## src/rtl/traffic_pkg.sv

```systemverilog
// Shared encodings for the traffic phase controller: state codes, lamp codes,
// the seconds width and small decode helpers.
package traffic_pkg;

  localparam int unsigned SEC_W   = 7;
  localparam int unsigned STATE_W = 3;
  localparam int unsigned LAMP_W  = 3;

  localparam logic [STATE_W-1:0] S_ALL_RED_A_CODE = 3'd0;
  localparam logic [STATE_W-1:0] S_MAIN_GREEN_CODE = 3'd1;
  localparam logic [STATE_W-1:0] S_MAIN_YELLOW_CODE = 3'd2;
  localparam logic [STATE_W-1:0] S_ALL_RED_B_CODE = 3'd3;
  localparam logic [STATE_W-1:0] S_SIDE_GREEN_CODE = 3'd4;
  localparam logic [STATE_W-1:0] S_SIDE_YELLOW_CODE = 3'd5;
  localparam logic [STATE_W-1:0] S_FLASH_CODE = 3'd6;

  // Lamp codes are {red,yellow,green}
  localparam logic [LAMP_W-1:0] LAMP_RED = 3'b100;
  localparam logic [LAMP_W-1:0] LAMP_YEL = 3'b010;
  localparam logic [LAMP_W-1:0] LAMP_GRN = 3'b001;
  localparam logic [LAMP_W-1:0] LAMP_OFF = 3'b000;

  typedef enum logic [STATE_W-1:0] {
    ST_ALL_RED_A  = S_ALL_RED_A_CODE,
    ST_MAIN_GREEN = S_MAIN_GREEN_CODE,
    ST_MAIN_YELLOW = S_MAIN_YELLOW_CODE,
    ST_ALL_RED_B  = S_ALL_RED_B_CODE,
    ST_SIDE_GREEN = S_SIDE_GREEN_CODE,
    ST_SIDE_YELLOW = S_SIDE_YELLOW_CODE,
    ST_FLASH      = S_FLASH_CODE
  } state_e;

  typedef struct packed {
    logic [LAMP_W-1:0] main_l;
    logic [LAMP_W-1:0] side_l;
  } lamps_t;

  // Normal phase rotation; FLASH is left only through the enable path
  function automatic state_e next_phase(input state_e s);
    case (s)
      ST_ALL_RED_A:   return ST_MAIN_GREEN;
      ST_MAIN_GREEN:  return ST_MAIN_YELLOW;
      ST_MAIN_YELLOW: return ST_ALL_RED_B;
      ST_ALL_RED_B:   return ST_SIDE_GREEN;
      ST_SIDE_GREEN:  return ST_SIDE_YELLOW;
      default:        return ST_ALL_RED_A;
    endcase
  endfunction

  // Lamp pattern for a state; blink only matters in FLASH
  function automatic lamps_t lamp_decode(input state_e s, input logic blink);
    lamps_t l;
    l.main_l = LAMP_RED;
    l.side_l = LAMP_RED;
    case (s)
      ST_MAIN_GREEN:  l.main_l = LAMP_GRN;
      ST_MAIN_YELLOW: l.main_l = LAMP_YEL;
      ST_SIDE_GREEN:  l.side_l = LAMP_GRN;
      ST_SIDE_YELLOW: l.side_l = LAMP_YEL;
      ST_FLASH: begin
        l.main_l = blink ? LAMP_YEL : LAMP_OFF;
        l.side_l = blink ? LAMP_YEL : LAMP_OFF;
      end
      default: ;
    endcase
    return l;
  endfunction

endpackage

```

## src/rtl/traffic_phase_ctrl_timer.sv

```systemverilog
// phase_timer: loadable down-counter holding the seconds left in a phase.
// Load wins over tick; the count saturates at zero.
module phase_timer
  import traffic_pkg::*;
#(
  parameter logic [SEC_W-1:0] pRESET_VAL = '0
) (
  input  logic             clk,
  input  logic             rst_n,
  input  logic             i_load,
  input  logic [SEC_W-1:0] i_value,
  input  logic             i_tick,
  output logic [SEC_W-1:0] o_count,
  output logic             o_zero_c
);

  logic [SEC_W-1:0] r_count;

  // Countdown register: load, else decrement on tick while non-zero
  always_ff @(posedge clk or negedge rst_n) begin
    if (!rst_n) begin
      r_count <= pRESET_VAL;
    end else if (i_load) begin
      r_count <= i_value;
    end else if (i_tick && (r_count != '0)) begin
      r_count <= r_count - SEC_W'(1);
    end
  end

  assign o_count  = r_count;
  assign o_zero_c = (r_count == '0);

endmodule

```

## src/rtl/traffic_phase_ctrl.sv

```systemverilog
// traffic_phase_ctrl: two-road phase sequencer with flashing-yellow mode.
// Optional pedestrian shortening of main green is built when PED_REQ_EN is defined.
module traffic_phase_ctrl
  import traffic_pkg::*;
#(
  parameter int unsigned pGREEN_MAIN = 30,
  parameter int unsigned pGREEN_SIDE = 20,
  parameter int unsigned pYELLOW     = 3,
  parameter int unsigned pALL_RED    = 2,
  parameter int unsigned pPED_CUT    = 5
) (
  input  logic              clk,
  input  logic              rst_n,
  input  logic              sec_tick,
  input  logic              en,
  input  logic              ped_req,
  output logic [LAMP_W-1:0] main_light,
  output logic [LAMP_W-1:0] side_light,
  output logic [SEC_W-1:0]  remain,
  output logic              phase_end,
  output logic              ped_wait
);

  state_e           r_state;
  state_e           w_state_nxt;
  logic             r_blink;
  logic             w_blink_nxt;
  lamps_t           r_lamps;
  logic             w_load;
  logic [SEC_W-1:0] w_load_val;
  logic             w_tick;
  logic [SEC_W-1:0] w_count;
  logic             w_zero;
  logic             w_cut;

  // Reload value (duration-1) for each timed phase
  function automatic logic [SEC_W-1:0] phase_load(input state_e s);
    case (s)
      ST_ALL_RED_A, ST_ALL_RED_B:     return SEC_W'(pALL_RED - 1);
      ST_MAIN_GREEN:                  return SEC_W'(pGREEN_MAIN - 1);
      ST_SIDE_GREEN:                  return SEC_W'(pGREEN_SIDE - 1);
      ST_MAIN_YELLOW, ST_SIDE_YELLOW: return SEC_W'(pYELLOW - 1);
      default:                        return '0;
    endcase
  endfunction

  phase_timer #(
    .pRESET_VAL(SEC_W'(pALL_RED - 1))
  ) u_timer (
    .clk      (clk),
    .rst_n    (rst_n),
    .i_load   (w_load),
    .i_value  (w_load_val),
    .i_tick   (w_tick),
    .o_count  (w_count),
    .o_zero_c (w_zero)
  );

  // Next state, blink and timer control; flash request outranks any advance
  always_comb begin
    w_state_nxt = r_state;
    w_blink_nxt = r_blink;
    w_load      = 1'b0;
    w_load_val  = '0;
    w_tick      = 1'b0;
    if (!en) begin
      if (r_state != ST_FLASH) begin
        w_state_nxt = ST_FLASH;
        w_load      = 1'b1;
        w_blink_nxt = 1'b0;
      end else if (sec_tick) begin
        w_blink_nxt = ~r_blink;
      end
    end else if (r_state == ST_FLASH) begin
      w_state_nxt = ST_ALL_RED_A;
      w_load      = 1'b1;
      w_load_val  = phase_load(ST_ALL_RED_A);
      w_blink_nxt = 1'b0;
    end else if (w_cut) begin
      w_load     = 1'b1;
      w_load_val = SEC_W'(pPED_CUT - 1);
    end else if (sec_tick) begin
      if (w_zero) begin
        w_state_nxt = next_phase(r_state);
        w_load      = 1'b1;
        w_load_val  = phase_load(w_state_nxt);
      end else begin
        w_tick = 1'b1;
      end
    end
  end

  // State, blink and lamp registers; lamps decode the next state
  always_ff @(posedge clk or negedge rst_n) begin
    if (!rst_n) begin
      r_state        <= ST_ALL_RED_A;
      r_blink        <= 1'b0;
      r_lamps.main_l <= LAMP_RED;
      r_lamps.side_l <= LAMP_RED;
    end else begin
      r_state <= w_state_nxt;
      r_blink <= w_blink_nxt;
      r_lamps <= lamp_decode(w_state_nxt, w_blink_nxt);
    end
  end

`ifdef PED_REQ_EN
  logic r_pend;
  logic w_pend_eff;
  logic w_pend_nxt;

  // Pending request including this clk's button; decides the green cut
  always_comb begin
    w_pend_eff = r_pend;
    if (ped_req && (r_state != ST_SIDE_GREEN) && (r_state != ST_FLASH)) begin
      w_pend_eff = 1'b1;
    end
    w_cut = en && (r_state == ST_MAIN_GREEN) && w_pend_eff &&
            (w_count > SEC_W'(pPED_CUT - 1));
  end

  // Pending clears when the side road gets green or flash mode starts
  always_comb begin
    w_pend_nxt = w_pend_eff;
    if ((w_state_nxt == ST_FLASH) ||
        ((w_state_nxt == ST_SIDE_GREEN) && (r_state != ST_SIDE_GREEN))) begin
      w_pend_nxt = 1'b0;
    end
  end

  // Pedestrian pending register
  always_ff @(posedge clk or negedge rst_n) begin
    if (!rst_n) begin
      r_pend <= 1'b0;
    end else begin
      r_pend <= w_pend_nxt;
    end
  end

  assign ped_wait = r_pend;
`else
  logic [SEC_W:0] w_unused_ped;

  assign w_unused_ped = {ped_req, SEC_W'(pPED_CUT)};
  assign w_cut        = 1'b0;
  assign ped_wait     = 1'b0;
`endif

  assign main_light = r_lamps.main_l;
  assign side_light = r_lamps.side_l;
  assign remain     = w_count;
  assign phase_end  = w_zero && (r_state != ST_FLASH);

endmodule
```

## config.mk

```make
export PLATFORM = sky130hd
export DESIGN_NAME = traffic_phase_ctrl
export DESIGN_NICKNAME = d
export VERILOG_FILES = /design/src/rtl/traffic_pkg.sv /design/src/rtl/traffic_phase_ctrl_timer.sv /design/src/rtl/traffic_phase_ctrl.sv
export SDC_FILE = /design/constraint.sdc
export NUM_CORES = 1
export LEC_CHECK = 0
export ABC_AREA = 1
export CORE_MARGIN = 2
export CORE_UTILIZATION = 40
export CTS_CLUSTER_SIZE = 28
export DETAILED_ROUTE_END_ITERATION = 6
export PLACE_DENSITY = 0.69
export SLEW_MARGIN = 5
export SYNTH_ARGS = -nofsm -noshare
export SYNTH_HDL_FRONTEND = slang
export SYNTH_SLANG_ARGS = --single-unit
```

## constraint.sdc

```tcl
create_clock -name clk -period 2.1 [get_ports clk]
set_input_delay 0.42 -clock clk [delete_from_list [all_inputs] [get_ports clk]]
set_output_delay 0.42 -clock clk [all_outputs]
set_load 0.02 [all_outputs]
```

### After elaboration in Yosys (flattened, before gate mapping)

Cells that the tools add are included.

* reductions and logical operators: 9
* bitwise logic cells: 1
* multiplexer cells: 33
* eq/ne operators: 16
* $add $sub $neg: 1

Operators by type and width (count)
* $mux 3: 9
* $eq 3x3->1 const B: 7
* $mux 7: 3
* $pmux 5 s4: 1
* $pmux 3 s3: 2
* $eq 3x2->1 const B: 5
* $mux 5: 3
* $pmux 3 s5: 1
* $mux 1: 13
* $eq 3x1->1 const B: 3
* $logic_not 7->1: 1
* $reduce_bool 7->1: 1
* $sub 7x1->7 const B: 1
* $logic_not 3->1: 2
* $reduce_or 2->1: 2
* $ne 3x3->1 const B: 1
* $logic_and 1x1->1: 2
* $mux 2: 1
* $reduce_bool 2->1: 1
* $not 1->1: 1

* logic and storage cells: 65
* input port bits: 5
* register bits after elaboration: 17
* output and inout port bits: 15

### Logic depth before layout (Yosys ltp)

Gate-level depths: netlist of run 1.

* word-level depth: 14
* depth in mapped cells: 12
* mapped depth without buffers: 12

### Cells and area by module

From an unflattened synthesis of run 1, not the netlist that was laid out.

* cells, all modules: 152
* area total of the unflattened synthesis: 1071.0 µm²

By module, submodules not included
* traffic_phase_ctrl: times used 1, area each 584.3 µm², cells each 77, seq. area each 252.7 µm²
* phase_timer: times used 1, area each 486.7 µm², cells each 75, seq. area each 176.4 µm²

### Least setup slack after synthesis of run 1

No wires, ideal clock.

* path type: reg2out
* start point: reg u_timer.r_count[1] (netlist: u_timer.o_count[1])
* end point: out phase_end
* stages on the path, launching flop included: 7
* required time: 1.680 ns
* buffers on the path: 0
* arrival: 1.303 ns
* slack: 0.377 ns
* path through: dfrtp_1 > inv_1 > ha_1 > inv_1 > nor2_1 > nand3_2 > nor2_1

* longest elaborated chain between the ends: 2

Ends and longest elaborated chain
* start, declared: RTL line traffic_phase_ctrl_timer.sv:17 `logic [SEC_W-1:0] r_count;`
* start signal, assigned: RTL line traffic_phase_ctrl_timer.sv:22 `r_count <= pRESET_VAL;`
* start signal, assigned: RTL line traffic_phase_ctrl_timer.sv:24 `r_count <= i_value;`
* start signal, assigned: RTL line traffic_phase_ctrl_timer.sv:26 `r_count <= r_count - SEC_W'(1);`
* $logic_not 7->1: RTL line traffic_phase_ctrl_timer.sv:31 `assign o_zero_c = (r_count == '0);`
* $logic_and 1x1->1: RTL line traffic_phase_ctrl.sv:152 `assign phase_end = w_zero && (r_state != ST_FLASH);`
* end, declared: RTL line traffic_phase_ctrl.sv:20 `output logic phase_end,`

Every way passes these cells.

### Worst setup path in the final report of run 1

* start point: reg u_timer.r_count[0] (netlist: u_timer.o_count[0])
* end point: out phase_end

Same word-level chain as after synthesis.

==> impl_metrics.yaml, run 1 <==
status:
  status: "complete, no violations"
sta:
  hold_viol: 0
  setup_viol: 0
  tns_ns: 0
  finalCriticalPeriod_ns: 1.92
  period_share_pct: 91.5
  clock_skew_ns: 0.00702
  maxSlewViolCount: 0
  rsz0062_at_grt: "false"
  fmax_mhz: 520
global_routing:
  grt_use_total_pct: 17.6
  grt_max_degree: 18
  grt_pass1_wl_um: 4600
  grt_overflow: 0
  grt_pass1_vias: 1105
  grt_antenna_before_repair: 0
floorplanning:
  core_um2: 2730
  rows: 19
  die_height_um: 57.6
  dieWidth_um: 57.6
  start_util_pct: 42.1
  die_area_um2: 3320
  io_pins: 20
cells_and_area:
  syn2layout_area_growth_pct: 23.3
  nets: 181
  drive_gt1_share_pct: 23.1
  antenna_cells: 0
clocking:
  cts.sinks: 17
  cts_tree: "built"
  cts.clk_slew.worst_paths_ns: 0.11
  root_buffer: "clkbuf_4"
  cts_buffers: 3
  ctsHoldBuffers: 0
  cts_max_level: 1
  clock_latency_ns: 0.30
  clockBufferDepth: 2
  cts_setup_buffers: 0
placed_design:
  gp_congestion: 0.803
  hpwl_um: 1960
  port_buffers: 17
worst_setup_path:
  cpPeakStageDelay_ns: 0.55
  cp_top_family: "flip-flops"
  criticalPathCategory: "reg2out"
  crit_fanout: 3
  path_buf_inv: 3
  cp_data_required_time_ns: 1.68
  slowest_stage: "dfstp_2"
  cp_cell_sequence: "inv_1 -> ha_1 -> inv_1 -> nor2_2 -> nand3_2 -> nor2_1 -> buf_2"
  cpMostUsedCell: "inv_1"
  cp.arrival_ns: 1.50
  start_kind: "flip-flop"
  worstRegToRegCells: 13
  cp-end-kind: "output pin"
  crit_cells: 7
detailed_routing:
  ant_nets: 0
  wl_per_cell_um: 12.2
  wl_um: 2480
  drtIter0Drc: 32
  drcViolationCount: 0
  dr.pass1.iters: 4
  vias_per_cell: 5.00
  via_count: 1020
logic_synthesis:
  synth-seq-cells: 17
  yosysSeqAreaShare_pct: 37.3
  synth_nets: 155
  synthTopCellsByCount: "nand2_1 (37), nand3_1 (17), inv_1 (16), nor2_1 (15), dfrtp_1 (14)"
  postSynthAreaPerCell_um2: 7.77
  synth_flop_cell: "dfrtp_1"
  synth_edf_count: 0
  synth_most_common_cell: "nand2_1"
  netlist_instances: 148
  syn_area_um2: 1150
  synth.distinct_cells: 27
  async_reset_ff_share_pct: 100
  synth_top_area_share_pct: 30.5
  yosysWarnings: 0
  yosys-top-cells-area: "dfrtp_1 (30%), nand2_1 (12%), nand3_1 (7.4%)"
  yosysTopAreaCell: "dfrtp_1"
pwr:
  finalPower_uw: 2260
  peakVddDrop_uv: 941
  p_leak_uw: 0.000734
  power.density_nw_per_um2: 1600
job:
  cap_violations: 0
min_path:
  hold_path.class: "in2async"
## sequential cells by signal (all words and copies together) (netlist names)
register	flops
u_timer.o_count	7
main_light	3
r_state	3
side_light	3
r_blink	1
## cell usage in the layout, fill, tap and decap left out, drive strengths merged
master and n:
xor2 4, nand3 21, buf 8, conb 1, clkbuf 4, nor2 20, clkdlybuf4s50 16, nand2 46
nor3 3, dfrtp 14, dfstp 3, a21oi 3, nand4 2, o21ai 4, inv 21, o211ai 1
ha 2
## per-layer routing
layer / track usage [%] / routed length, um / vias to the layer above
met2: 31.5 / 1280 / 21
met5: 0 / 0 / -
met3: 3.35 / 94 / 2
met4: 4.32 / 22 / 0
met1: 21.8 / 1080 / 484
li1: - / - / 513
## cell families (layout without fill, tap and decap cells)
family	after synthesis	after routing	synth area share [%]
XOR/XNOR	4	4	3.05
AND/OR/NAND/NOR	92	92	45.0
buffers and inverters	24	49	8.38
flip-flops	17	17	37.3
other	1	1	0.326
AO/OA/AOI/OAI	8	8	3.70
adder cells (fa/ha/maj)	2	2	2.18
## where the power goes
| part | total (uW) | internal [uW] | switching (uW) | leakage, uW |
|---|---|---|---|---|
| sequential | 576 | 470 | 106 | 0.000214 |
| combinational | 1500 | 574 | 929 | 0.000506 |
| clock | 184 | 74.0 | 110 | 0.0000150 |
## final timing paths
check,start,endpoint,slack (ns)
max,u_timer.o_count[0]$_DFFE_PN1P_,phase_end,0.18
max reg2reg,u_timer.o_count[0]$_DFFE_PN1P_,u_timer.o_count[4]$_DFFE_PN0P_,0.37
min in group clk,u_timer.o_count[0]$_DFFE_PN1P_,u_timer.o_count[0]$_DFFE_PN1P_,0.49
min reg2reg,u_timer.o_count[0]$_DFFE_PN1P_,u_timer.o_count[0]$_DFFE_PN1P_,0.49
max in group asynchronous,rst_n,main_light[2]$_DFF_PN1_,1.40
min,rst_n,u_timer.o_count[6]$_DFFE_PN0P_,0.43
## metrics by stage
stage	utilization, %	hold slack, ns	setup WS (ns)	std cells	instance area (um^2)
after global placement	51.0	0.468	0.0642	200	1390
after floorplan	-	0.124	0.377	148	1150
after global routing	51.9	0.455	0.0536	204	1420
after CTS	52.0	0.443	0.0411	204	1420
final	51.9	0.431	0.178	204	1420
after detailed placement	51.0	0.479	0.0423	200	1390
## final cells by class
| cell class | count | area (um^2) |
|---|---|---|
| clock buffers | 4 | 26.3 |
| inverters | 21 | 78.8 |
| flip-flops and latches | 17 | 429 |
| repair buffers | 24 | 218 |
| multi-input cells | 107 | 627 |
| well taps | 31 | 38.8 |
| fillers | 275 | 1320 |
## worst reg2reg max path, delay by kind of cell (launching register included)
family / cells / cell delay, ns
compound gates: 1 / 0.06
fa+ha+maj: 1 / 0.21
buf+inv: 4 / 0.33
flops: 1 / 0.55
simple gates: 7 / 0.48
## what timing repair did
item                       4_1_cts  5_1_grt
setup endpoints to repair        1        1
pin swaps                        0        0
cloned                           0        0
resized for setup                3        2
(Power assumes the default switching activity.)
==> inputs of run 2 (changes only) <==
--- a/config.mk
+++ b/config.mk
@@ -10,8 +10,10 @@
 export CORE_UTILIZATION = 40
 export CTS_CLUSTER_SIZE = 28
 export DETAILED_ROUTE_END_ITERATION = 6
-export PLACE_DENSITY = 0.69
+export PLACE_DENSITY = 0.7
+export SETUP_SLACK_MARGIN = 0.5
 export SLEW_MARGIN = 5
 export SYNTH_ARGS = -nofsm -noshare
 export SYNTH_HDL_FRONTEND = slang
+export SYNTH_HIERARCHICAL = 1
 export SYNTH_SLANG_ARGS = --single-unit
==> impl_metrics.yaml, run 2 <==
status:
  status: "complete, no violations"
pwr:
  power_frac_comb_pct: 67.4
  clockPowerShare_pct: 8.1
  peakVddDrop_uv: 847
  p_sw_share_pct: 48.6
  switchingPower_uw: 1120
  finalPower_uw: 2310
  seq_power_share_pct: 24.6
  p_leak_uw: 0.000840
  power.internal_uw: 1190
  power.density_nw_per_um2: 1390
clocking:
  cts_buffers: 3
  cts_max_level: 1
  clock_latency_ns: 0.31
  cts.clk_slew.worst_paths_ns: 0.11
  cts.sinks: 17
  root_buffer: "clkbuf_4"
  cts_tree: "built"
  clockBufferDepth: 2
sta:
  finalCriticalPeriod_ns: 1.85
  setup_viol: 0
  period_share_pct: 88.0
  fmax_mhz: 541
  hold_viol: 0
  maxSlewViolCount: 0
  tns_ns: 0
  rsz0062_at_grt: "true"
  clock_skew_ns: 0.0112
global_routing:
  grt_pass1_wl_um: 4770
  grt_antenna_before_repair: 0
  grt_pass1_vias: 1151
  grt_use_total_pct: 19.0
  grt_max_degree: 18
  grt_overflow: 0
placed_design:
  hpwl_um: 1770
  port_buffers: 17
  gp_congestion: 0.803
  dp.cells: 202
cells_and_area:
  nets: 201
  largest_reg_flops: 7
  fill_cells: 200
  post-route-util_pct: 66.6
  drive_gt1_share_pct: 46.9
  final_cells: 224
  final_common_cell: "nand2_1"
  layout_common_cells: "nand2_1 (27), buf_4 (17), nand2_2 (16)"
  syn2layout_area_growth_pct: 55.5
  antenna_cells: 0
worst_setup_path:
  start_kind: "flip-flop"
  crit_path_start: "u_timer/o_count[0]$_DFFE_PN1P_"
  endpoint: "phase_end"
  worstRegToRegCells: 13
  cp_data_required_time_ns: 1.68
  cpPeakStageDelay_ns: 0.57
  cp_top_family: "flip-flops"
  slowest_stage: "dfstp_2"
  crit_fanout: 3
  path_buf_inv: 3
  reg2reg_to: "u_timer/o_count[2]$_DFFE_PN0P_"
  r2r-start: "u_timer/o_count[0]$_DFFE_PN1P_"
  cp-end-kind: "output pin"
  cp.arrival_ns: 1.43
  cp_cell_sequence: "inv_4 -> ha_4 -> nand2_4 -> nor2_4 -> nand2_1 -> inv_1 -> buf_6"
  criticalPathCategory: "reg2out"
  reg2reg_slack_ns: 0.28
  crit_cells: 7
floorplanning:
  rows: 18
  core_um2: 2500
  start_util_pct: 42.8
  die_area_um2: 3110
  dieWidth_um: 55.7
  io_pins: 20
  die_height_um: 55.7
logic_synthesis:
  async_reset_ff_share_pct: 100
  yosysSeqAreaShare_pct: 40.1
  synth_top_area_share_pct: 32.7
  yosys-top-cells-area: "dfrtp_1 (33%), nand2_1 (14%), nand3_1 (8.9%)"
  yosysTopAreaCell: "dfrtp_1"
  synthTopCellsByCount: "nand2_1 (41), inv_1 (21), nand3_1 (19), dfrtp_1 (14), nor2_1 (11)"
  yosysWarnings: 6
  synth.distinct_cells: 25
  synth-compound-area-share_pct: 8.41
  synthXorXnorAreaFrac_pct: 0
  synth_edf_count: 0
  syn_area_um2: 1070
  synth_flop_cell: "dfrtp_1"
  synth_most_common_cell: "nand2_1"
  synth_fa_ha_area_share_pct: 1.17
  netlist_instances: 152
  synth_mux_area_share_pct: 0
  postSynthAreaPerCell_um2: 7.05
  synth-seq-cells: 17
  yosys.area_share.simple_pct: 40.1
  synth_top_family_by_area: "simple AND/OR/NAND/NOR gates"
detailed_routing:
  via_count: 1150
  wl_um: 2930
  vias_per_cell: 5.13
  drtIter0Drc: 18
  drcViolationCount: 0
  ant_nets: 0
  dr.pass1.iters: 4
  wl_per_cell_um: 13.1
job:
  cap_violations: 0
min_path:
  hold_path.class: "in2async"
[run 2: layout make-up]
cell class / instances / area, um^2 / area share [%]
multi-input cells: 110 / 733 / 44.0
flip-flops and latches: 17 / 433 / 26.0
repair buffers: 39 / 338 / 20.3
inverters: 24 / 97.6 / 5.86
well taps: 30 / 37.5 / 2.25
clock buffers: 4 / 26.3 / 1.58
[run 2: power groups by stage]
stage | Sequential (uW) | Combinational, uW | Clock [uW]
2_1_floorplan | 663 | 691 | 0
3_3_place_gp | 550 | 1120 | 0
3_5_place_dp | 557 | 1150 | 0
4_1_cts | 552 | 1340 | 191
5_1_grt | 581 | 1690 | 204
6_report | 567 | 1560 | 186
[run 2: kinds of logic (layout without fill, tap and decap cells)]
group / count (synthesis) / after routing
and+or+nand+nor: 89 / 89
buffers and inverters: 27 / 67
AOI/OAI and AO/OA: 17 / 17
DFF: 17 / 17
adders and majority gates: 1 / 1
other: 1 / 3
[run 2: worst min-delay path by stage]
stage / from / end / slack, ns / cells past startpoint
5_1_grt: rst_n / u_timer/o_count[3]$_DFFE_PN0P_ / 0.46 / 2
3_5_place_dp: u_timer/o_count[6]$_DFFE_PN0P_ / u_timer/o_count[6]$_DFFE_PN0P_ / 0.53 / 2
2_1_floorplan: rst_n / main_light[0]$_DFF_PN0_ / 0.12 / 0
4_1_cts: rst_n / u_timer/o_count[4]$_DFFE_PN0P_ / 0.45 / 2
3_3_place_gp: u_timer/o_count[6]$_DFFE_PN0P_ / u_timer/o_count[6]$_DFFE_PN0P_ / 0.52 / 2
6_report: rst_n / u_timer/o_count[2]$_DFFE_PN0P_ / 0.43 / 2
[run 2: worst register-to-register path, delay by kind of cell (launching register included)]
kind	cells	cell delay, ns
DFF	1	0.57
AOI/OAI and AO/OA	4	0.38
and+or+nand+nor	5	0.35
buffers and inverters	3	0.25
adders and majority gates	1	0.16
[run 2: per-stage QoR]
stage          hold slack [ns]  setup WS [ns]  cell area [um^2]
2_1_floorplan            0.124          0.304              1120
3_3_place_gp             0.520         0.0882              1340
3_5_place_dp             0.533         0.0819              1340
4_1_cts                  0.447          0.260              1540
5_1_grt                  0.463          0.210              1670
6_report                 0.425          0.253              1670
[run 2: per-layer routing]
layer | global-route usage [%] | vias to the layer above | wire length (um)
met5 | 0 | - | 0
li1 | - | 569 | -
met1 | 20.7 | 552 | 1140
met4 | 5.23 | 0 | 35
met3 | 3.95 | 5 | 114
met2 | 36.7 | 24 | 1640
[run 2: timing repair]
action,in CTS,in global routing
buffers inserted,11,7
hold buffers,0,0
resized for setup,50,26
pin swaps,23,7
endpoints found under the setup margin,25,20
